===== src/rtl/fdn_coef_pkg.sv =====
// Shared types and sizing helpers for the FDN coefficient loader.
package fdn_coef_pkg;

    typedef enum logic [1:0] {
        ST_LOAD = 2'd0,
        ST_PEND = 2'd1,
        ST_DROP = 2'd2
    } coef_state_e;

    function automatic int unsigned coef_total(input int unsigned n_ch, input int unsigned n_dn);
        return n_ch * n_dn;
    endfunction

    // A single-entry set still needs a one-bit address.
    function automatic int unsigned coef_addr_w(input int unsigned total);
        return (total > 32'd1) ? $clog2(total) : 32'd1;
    endfunction

endpackage


===== src/rtl/fdn_coef_bank.sv =====
// Two-bank coefficient storage: one write port, one registered read port.
module fdn_coef_bank #(
    parameter int unsigned DW = 32,
    parameter int unsigned AW = 3
)(
    input  logic          clk_i,
    input  logic          rst_ni,
    input  logic          wr_en_i,
    input  logic          wr_bank_i,
    input  logic [AW-1:0] wr_addr_i,
    input  logic [DW-1:0] wr_data_i,
    input  logic          rd_en_i,
    input  logic          rd_bank_i,
    input  logic [AW-1:0] rd_addr_i,
    output logic [DW-1:0] rd_data_o
);

    logic [DW-1:0] mem_q [0:(2**(AW+1))-1];
    logic [DW-1:0] rd_data_q;

    // Storage write; bank select is the address MSB.
    always_ff @(posedge clk_i) begin
        if (wr_en_i) begin
            mem_q[{wr_bank_i, wr_addr_i}] <= wr_data_i;
        end
    end

    // Registered read; the output holds when no read is requested.
    always_ff @(posedge clk_i or negedge rst_ni) begin
        if (!rst_ni) begin
            rd_data_q <= {DW{1'b0}};
        end else if (rd_en_i) begin
            rd_data_q <= mem_q[{rd_bank_i, rd_addr_i}];
        end
    end

    assign rd_data_o = rd_data_q;

endmodule


===== src/rtl/fdn_coef_loader.sv =====
// AXI-Stream coefficient loader: fills the shadow bank with a length-checked set
// and swaps it in at the next frame boundary.
module fdn_coef_loader
    import fdn_coef_pkg::*;
#(
    parameter  int unsigned wight_coef_i = 16,
    parameter  int unsigned N_chanals    = 16,
    parameter  int unsigned N_DN         = 4,
    localparam int unsigned TOTAL        = coef_total(N_chanals, N_DN),
    localparam int unsigned AW           = coef_addr_w(TOTAL)
)(
    input  logic                    clk,
    input  logic                    rst,
    input  logic                    vld_coef_in,
    input  logic                    last_coef_in,
    output logic                    readi_coef_in,
    input  logic [wight_coef_i-1:0] coefReIn,
    input  logic [wight_coef_i-1:0] coefImIn,
    input  logic                    frame_start,
    input  logic                    rd_en,
    input  logic [AW-1:0]           rd_addr,
    output logic [wight_coef_i-1:0] rd_coefRe,
    output logic [wight_coef_i-1:0] rd_coefIm,
    output logic                    coef_valid,
    output logic                    err_short,
    output logic                    err_long
);

    localparam int unsigned         DW       = 2 * wight_coef_i;
    localparam logic [AW-1:0]       LAST_IDX = AW'(TOTAL - 1);

    coef_state_e   state_q, state_d;
    logic [AW-1:0] cnt_q, cnt_d;
    logic          bank_q, bank_d;
    logic          valid_q, valid_d;
    logic          ready_q, ready_d;
    logic          err_short_q, err_short_d;
    logic          err_long_q, err_long_d;
    logic          beat_s;
    logic          wr_en_s;
    logic [DW-1:0] rd_data_s;

    assign beat_s = vld_coef_in && ready_q;

    // Next-state logic for the load FSM, beat counter, bank pointer and error pulses.
    always_comb begin
        state_d     = state_q;
        cnt_d       = cnt_q;
        bank_d      = bank_q;
        valid_d     = valid_q;
        err_short_d = 1'b0;
        err_long_d  = 1'b0;
        wr_en_s     = 1'b0;
        case (state_q)
            ST_LOAD: begin
                if (beat_s) begin
                    wr_en_s = 1'b1;
                    if (last_coef_in) begin
                        cnt_d = {AW{1'b0}};
                        if (cnt_q == LAST_IDX) begin
                            state_d = ST_PEND;
                        end else begin
                            err_short_d = 1'b1;
                        end
                    end else if (cnt_q == LAST_IDX) begin
                        err_long_d = 1'b1;
                        cnt_d      = {AW{1'b0}};
                        state_d    = ST_DROP;
                    end else begin
                        cnt_d = cnt_q + AW'(1'b1);
                    end
                end else begin
                    state_d = ST_LOAD;
                end
            end
            ST_PEND: begin
                if (frame_start) begin
                    bank_d  = ~bank_q;
                    valid_d = 1'b1;
                    cnt_d   = {AW{1'b0}};
                    state_d = ST_LOAD;
                end else begin
                    state_d = ST_PEND;
                end
            end
            ST_DROP: begin
                if (beat_s && last_coef_in) begin
                    cnt_d   = {AW{1'b0}};
                    state_d = ST_LOAD;
                end else begin
                    state_d = ST_DROP;
                end
            end
            default: begin
                cnt_d   = {AW{1'b0}};
                state_d = ST_LOAD;
            end
        endcase
        // tready is registered, so it follows the state being entered.
        ready_d = (state_d != ST_PEND);
    end

    // Control and status registers.
    always_ff @(posedge clk or negedge rst) begin
        if (!rst) begin
            state_q     <= ST_LOAD;
            cnt_q       <= {AW{1'b0}};
            bank_q      <= 1'b0;
            valid_q     <= 1'b0;
            ready_q     <= 1'b0;
            err_short_q <= 1'b0;
            err_long_q  <= 1'b0;
        end else begin
            state_q     <= state_d;
            cnt_q       <= cnt_d;
            bank_q      <= bank_d;
            valid_q     <= valid_d;
            ready_q     <= ready_d;
            err_short_q <= err_short_d;
            err_long_q  <= err_long_d;
        end
    end

    // Writes go to the shadow bank; reads use the bank pointer before any swap this cycle.
    fdn_coef_bank #(
        .DW (DW),
        .AW (AW)
    ) u_bank (
        .clk_i     (clk),
        .rst_ni    (rst),
        .wr_en_i   (wr_en_s),
        .wr_bank_i (~bank_q),
        .wr_addr_i (cnt_q),
        .wr_data_i ({coefReIn, coefImIn}),
        .rd_en_i   (rd_en),
        .rd_bank_i (bank_q),
        .rd_addr_i (rd_addr),
        .rd_data_o (rd_data_s)
    );

    assign readi_coef_in = ready_q;
    assign coef_valid    = valid_q;
    assign err_short     = err_short_q;
    assign err_long      = err_long_q;
    assign rd_coefRe     = rd_data_s[DW-1:wight_coef_i];
    assign rd_coefIm     = rd_data_s[wight_coef_i-1:0];

endmodule


===== config.mk =====
export PLATFORM = sky130hd
export DESIGN_NAME = fdn_coef_loader
export DESIGN_NICKNAME = d
export VERILOG_FILES = /design/src/rtl/fdn_coef_pkg.sv /design/src/rtl/fdn_coef_bank.sv /design/src/rtl/fdn_coef_loader.sv
export SDC_FILE = /design/constraint.sdc
export NUM_CORES = 2
export LEC_CHECK = 0
export BUFFER_PORTS_ARGS = -buffer_cell sky130_fd_sc_hd__buf_2
export CAP_MARGIN = 40
export CORE_ASPECT_RATIO = 1.1
export CORE_MARGIN = 10
export CORE_UTILIZATION = 30
export DETAILED_ROUTE_END_ITERATION = 8
export HOLD_SLACK_MARGIN = 0.06
export PLACE_DENSITY = 0.42
export SLEW_MARGIN = 10
export SYNTH_ARGS = -nofsm -noshare
export SYNTH_HDL_FRONTEND = slang
export SYNTH_SLANG_ARGS = --single-unit

===== constraint.sdc =====
create_clock -name clk -period 13.75 [get_ports clk]
set_input_delay 0.6875 -clock clk [delete_from_list [all_inputs] [get_ports clk]]
set_output_delay 0.6875 -clock clk [all_outputs]
set_load 0.005 [all_outputs]

### Word-level counts from Yosys, hierarchy flattened

Memory sizes are Yosys's and may differ from the RTL's. A register that Yosys moved wholly into a read port is not among the register bits.
Cells that the tools add are included.

| word-level totals | value |
|---|---|
| bits of input ports | 44 |
| output and inout bits | 36 |
| logic and storage cells | 48 |
| flip-flop bits (word level) | 13 |
| memories | 1 |
| bits in writable memories | 4096 |

Memory list:

| memory | depth | bits a word | rd ports | clocked after memory_dff | write ports | line | source |
|---|---|---|---|---|---|---|---|
| u_bank.mem_q | 128 | 32 | 1 | 1 | 1 | fdn_coef_bank.sv:18 | `logic [DW-1:0] mem_q [0:(2**(AW+1))-1];` |

| operators by class | value |
|---|---|
| add/sub/neg operators | 1 |
| bitwise logic cells | 1 |
| multiplexer cells | 25 |
| reduce and logical (&&, ||, !) cells | 6 |
| equal/unequal tests | 7 |

Operators with widths:

| operator | count |
|---|---|
| $mux 6 | 5 |
| $pmux 6 s3 | 1 |
| $mux 1 | 13 |
| $mux 2 | 5 |
| $add 6x1->6 const B | 1 |
| $eq 6x6->1 const B | 1 |
| $ne 2x2->1 const B | 3 |
| $pmux 2 s3 | 1 |
| $reduce_and 3->1 | 1 |
| $eq 2x1->1 const B | 1 |
| $eq 2x2->1 const B | 1 |
| $logic_and 1x1->1 | 2 |
| $logic_not 2->1 | 1 |
| $ne 2x1->1 const B | 1 |
| $reduce_and 2->1 | 1 |
| $logic_not 1->1 | 1 |
| $not 1->1 | 1 |

### Logic depth before layout (Yosys ltp)

| logic depth | value |
|---|---|
| depth in word-level cells | 6 |
| mapped depth | 12 |
| depth with buffers taken out | 7 |

### By module

From an unflattened synthesis, not the netlist that was laid out.

| second synthesis, totals | value |
|---|---|
| cells, all modules | 7489 |
| area total of the unflattened synthesis | 159053.8 sq um |

By module, submodules not included:

| module | instances | cells an instance | area an instance (sq um) | seq. area each (sq um) |
|---|---|---|---|---|
| fdn_coef_bank | 1 | 7421 | 158379.4 | 123798.7 |
| fdn_coef_loader | 1 | 68 | 674.4 | 325.3 |

### Least setup slack after synthesis

OpenSTA, ideal clock, no wires.

| timing path | value |
|---|---|
| kind | in2reg |
| from | in vld_coef_in |
| to | mem u_bank.mem_q[80][0], enable pin |
| arrival | 4.726 ns |
| buffers on the path | 0 |
| required time | 13.247 ns |
| stages on the path | 4 |
| setup slack | 8.521 ns |
| setup time | 0.503 ns |
| cell sequence | nand2_1 -> nor3_1 -> nand3_1 -> nor4_1 |

| between the ends | value |
|---|---|
| word-level cells in the longest chain between the ends | 5 |

RTL lines:

| element | line | source |
|---|---|---|
| start, declared | fdn_coef_loader.sv:14 | `input logic vld_coef_in,` |
| $logic_and 1x1->1 | fdn_coef_loader.sv:43 | `assign beat_s = vld_coef_in && ready_q;` |
| $mux 1 | fdn_coef_loader.sv:56 | `if (beat_s) begin` |
| $mux 1 | fdn_coef_loader.sv:54 | `case (state_q)` |
| $mux 1 | fdn_coef_bank.sv:23 | `if (wr_en_i) begin` |
| $mux 1 (implied by the code) | fdn_coef_bank.sv:24 | `mem_q[{wr_bank_i, wr_addr_i}] <= wr_data_i;` |
| end, declared | fdn_coef_bank.sv:18 |  |

Every way passes these cells.

==> flow_summary.yaml <==
status:
  status: "finished, final reports clean"
grt:
  use_met1_pct: 24.3
  grt_overflow: 0
  grt-busiest-layer: "met2"
  grtUsageMet2_pct: 30.3
  grt_pass1_wl_mm: 704
  grt_max_degree: 97
  met3_usage_pct: 2.91
  grt_use_total_pct: 18.0
  first_global_vias: 80899
  antenna_found_initial: 56
clocking:
  htreeDepth: 5
  clk_pin_slew_ns: 0.06
  clock_latency_ns: 1.01
  cts_tree: "done"
  cts_buffers: 432
  clockBufferDepth: 4
  clockRootBuffer: "clkbuf_16"
  postCtsSetupBuffers: 0
  cts.sinks: 4141
timing:
  rsz0062_at_grt: "no"
  whs_ns: 0.172
  skew_ns: 0.0530
  max_freq_ghz: 0.216
  period_share_pct: 33.7
  slew_headroom_pct: 29.5
  worst_pin_slew_ns: 1.06
  slew_viol_final: 0
  setup_viol: 0
  period_needed_ns: 4.63
  fin_setup_tns_ns: 0
  hold_viol: 0
floorplan:
  core.rowCount: 280
  die_y_um: 784
  fp.dieArea_um2: 560000
  initial_core_util_pct: 30.1
  core_area_um2: 529000
  num_io_pins: 80
  dieWidth_um: 715
critical_path:
  max_stage_delay_ns: 0.93
  end_kind: "flop"
  crit_chain: "buf_8, buf_4, buf_4, buf_4, mux4_2, mux2i_1, a221oi_1, o211ai_1, buf_4, o211ai_1"
  path_delay_family: "buffers and inverters"
  cp_slowest_cell: "a221oi_1"
  startpoint_type: "primary input"
  critPathKind: "in -> reg"
  cp_max_fo: 67
  cp.arrival_ns: 5.53
  path_common_cell: "buf_4"
  critical_path_buf_inv_count: 5
  cp.required_ns: 14.65
routing:
  first_pass_iters: 5
  vias: 78552
  wire_per_inst_um: 34.1
  post-route-drc-count: 0
  drtIter0Drc: 8156
  drt-total-wl_mm: 518
  avgViaCountPerCell: 5.17
  antenna_left: 0
pwr:
  p_seq_share_pct: 52.0
  peakVddDrop_mv: 0.0987
  leakage_nw: 58.2
  comb_power_share_pct: 5.2
  p_switching_mw: 5.91
  swShare_pct: 22.0
  p_int_mw: 21.0
  power_mw: 26.9
  power_per_cell_area_nw_per_um2: 145
  p_clk_share_pct: 42.9
synth:
  yosys.area.top_type: "edfxtp_1"
  seq_area_frac_synth_pct: 78.0
  yosysWarnings: 0
  syn_avg_cell_area_um2: 21.8
  synth_edf_count: 4096
  synth-seq-cells: 4141
  synth_top_area_share_pct: 77.3
  syn_inst: 7299
  ys_types: 55
  ys_top_cells_by_area: "edfxtp_1, mux4_2, mux2i_1"
  syn_area_um2: 159000
  synth_flop_cell: "edfxtp_1"
  async_flop_share_pct: 1.09
  syn_nets: 7344
job:
  cap_violations: 0
cells_and_area:
  final_cells: 15207
  layout.nets: 7820
  drive_gt1_share_pct: 26.5
  final_cell_mix: "edfxtp_1, mux4_2, mux2i_1, clkbuf_16, buf_4"
  layout_commonest_cell: "edfxtp_1"
  area_growth_pct: 16.4
  utilization_pct: 35.0
placement:
  numPortBuffers: 79
  gp_congestion: 0.754
  placed_cells: 14360
  dpl.hpwl_mm: 290
worst_hold_path:
  hold_path.class: "in -> reg"
==> power groups by stage <==
stage          Clock (mW)  Sequential [mW]  Combinational, mW
2_1_floorplan           0             14.2              0.678
3_3_place_gp            0             14.2               1.35
3_5_place_dp            0             14.2               1.39
4_1_cts              11.8             14.0               1.39
5_1_grt              12.3             14.0               1.47
6_report             11.5             14.0               1.39
==> synth_stat cells (3+ instances only) <==
master / n
or3b_2: 3
nand2b_1: 10
buf_1: 21
nand2_1: 65
o32ai_1: 13
o21ai_0: 31
a21oi_1: 128
a2111oi_0: 22
a211o_1: 4
or2_2: 3
mux2i_1: 671
clkbuf_1: 175
o22ai_1: 175
a31o_2: 10
a22o_1: 33
and3_1: 4
buf_4: 108
inv_1: 4
o31ai_1: 5
edfxtp_1: 4096
nor2_1: 164
mux4_2: 766
nor4_1: 21
o211ai_1: 30
dfrtp_1: 45
nand3_1: 13
a221oi_1: 45
buf_6: 49
nand3b_1: 5
a22oi_1: 125
buf_2: 75
or4_1: 18
o221ai_1: 42
nor2b_1: 35
mux2_2: 132
nor3_1: 90
a211oi_1: 26
a221o_1: 15
and2_1: 3
==> routing by layer <==
metal  vias to the layer above  share of wire, %  wire [um]
met3                       604               5.7      29400
met1                     43595                43     221000
met4                        22               2.7      13900
met2                      2440                49     253000
li1                      31891                 -          -
met5                         -             0.027        140
==> final timing paths <==
path,cells past startpoint,slack [ns],startpoint,end
max reg2reg,4,10.03,cnt_q[3]$_DFFE_PN0P_,u_bank.mem_q[107][31]$_DFFE_PP_
min in group asynchronous,2,0.25,rst,u_bank.rd_data_o[11]$_DFFE_PN0P_
min reg2reg,2,0.50,u_bank.rd_data_o[29]$_DFFE_PN0P_,u_bank.rd_data_o[29]$_DFFE_PN0P_
max,10,9.12,rd_addr[3],u_bank.rd_data_o[31]$_DFFE_PN0P_
min,1,0.17,coefReIn[15],u_bank.mem_q[10][31]$_DFFE_PP_
max in group asynchronous,3,12.18,rst,u_bank.rd_data_o[9]$_DFFE_PN0P_
==> what timing repair did <==
item,CTS,global route
resized for setup,0,0
hold buffers,7,1
hold endpoints to repair,41,4
==> final cells by class <==
cell class | instances | area, um2
clock inverters | 250 | 2240
inverters | 5 | 18.8
repair buffers | 470 | 4720
diodes | 16 | 40.0
multi-input cells | 2725 | 33800
flip-flops and latches | 4141 | 124000
fillers | 48894 | 343000
well taps | 7050 | 8820
clock buffers | 550 | 11500
==> registers in the layout, indices dropped and copies added (netlist names) <==
name              cells
readi_coef_in         1
u_bank.rd_data_o     32
cnt_q                 6
coef_valid            1
err_short             1
bank_q                1
state_q               2
u_bank.mem_q       4096
err_long              1
==> logic make-up after synthesis <==
family	after synthesis	synth area share (%)
AOI/OAI and AO/OA	715	3.14
and+or+nand+nor	439	1.31
adders and majority gates	1	0.00786
xor gates and xnor gates	1	0.00550
buffers and inverters	433	1.57
muxes	1569	16.0
DFF	4141	78.0
==> through the flow <==
stage | instance area (um2) | setup slack, ns
4_1_cts | 185000 | 8.80
6_report | 185000 | 9.12
3_3_place_gp | 170000 | 7.36
5_1_grt | 185000 | 8.96
2_1_floorplan | 159000 | 8.52
3_5_place_dp | 171000 | 7.70
==> worst register-to-register path: stages (launching register included) <==
cell     delay, ns
dfrtp_1       0.72
nor2b_1       0.58
nand2_1       0.59
nor2_4        0.81
buf_4         0.62
Note: power is estimated with default switching activity, not from simulation.
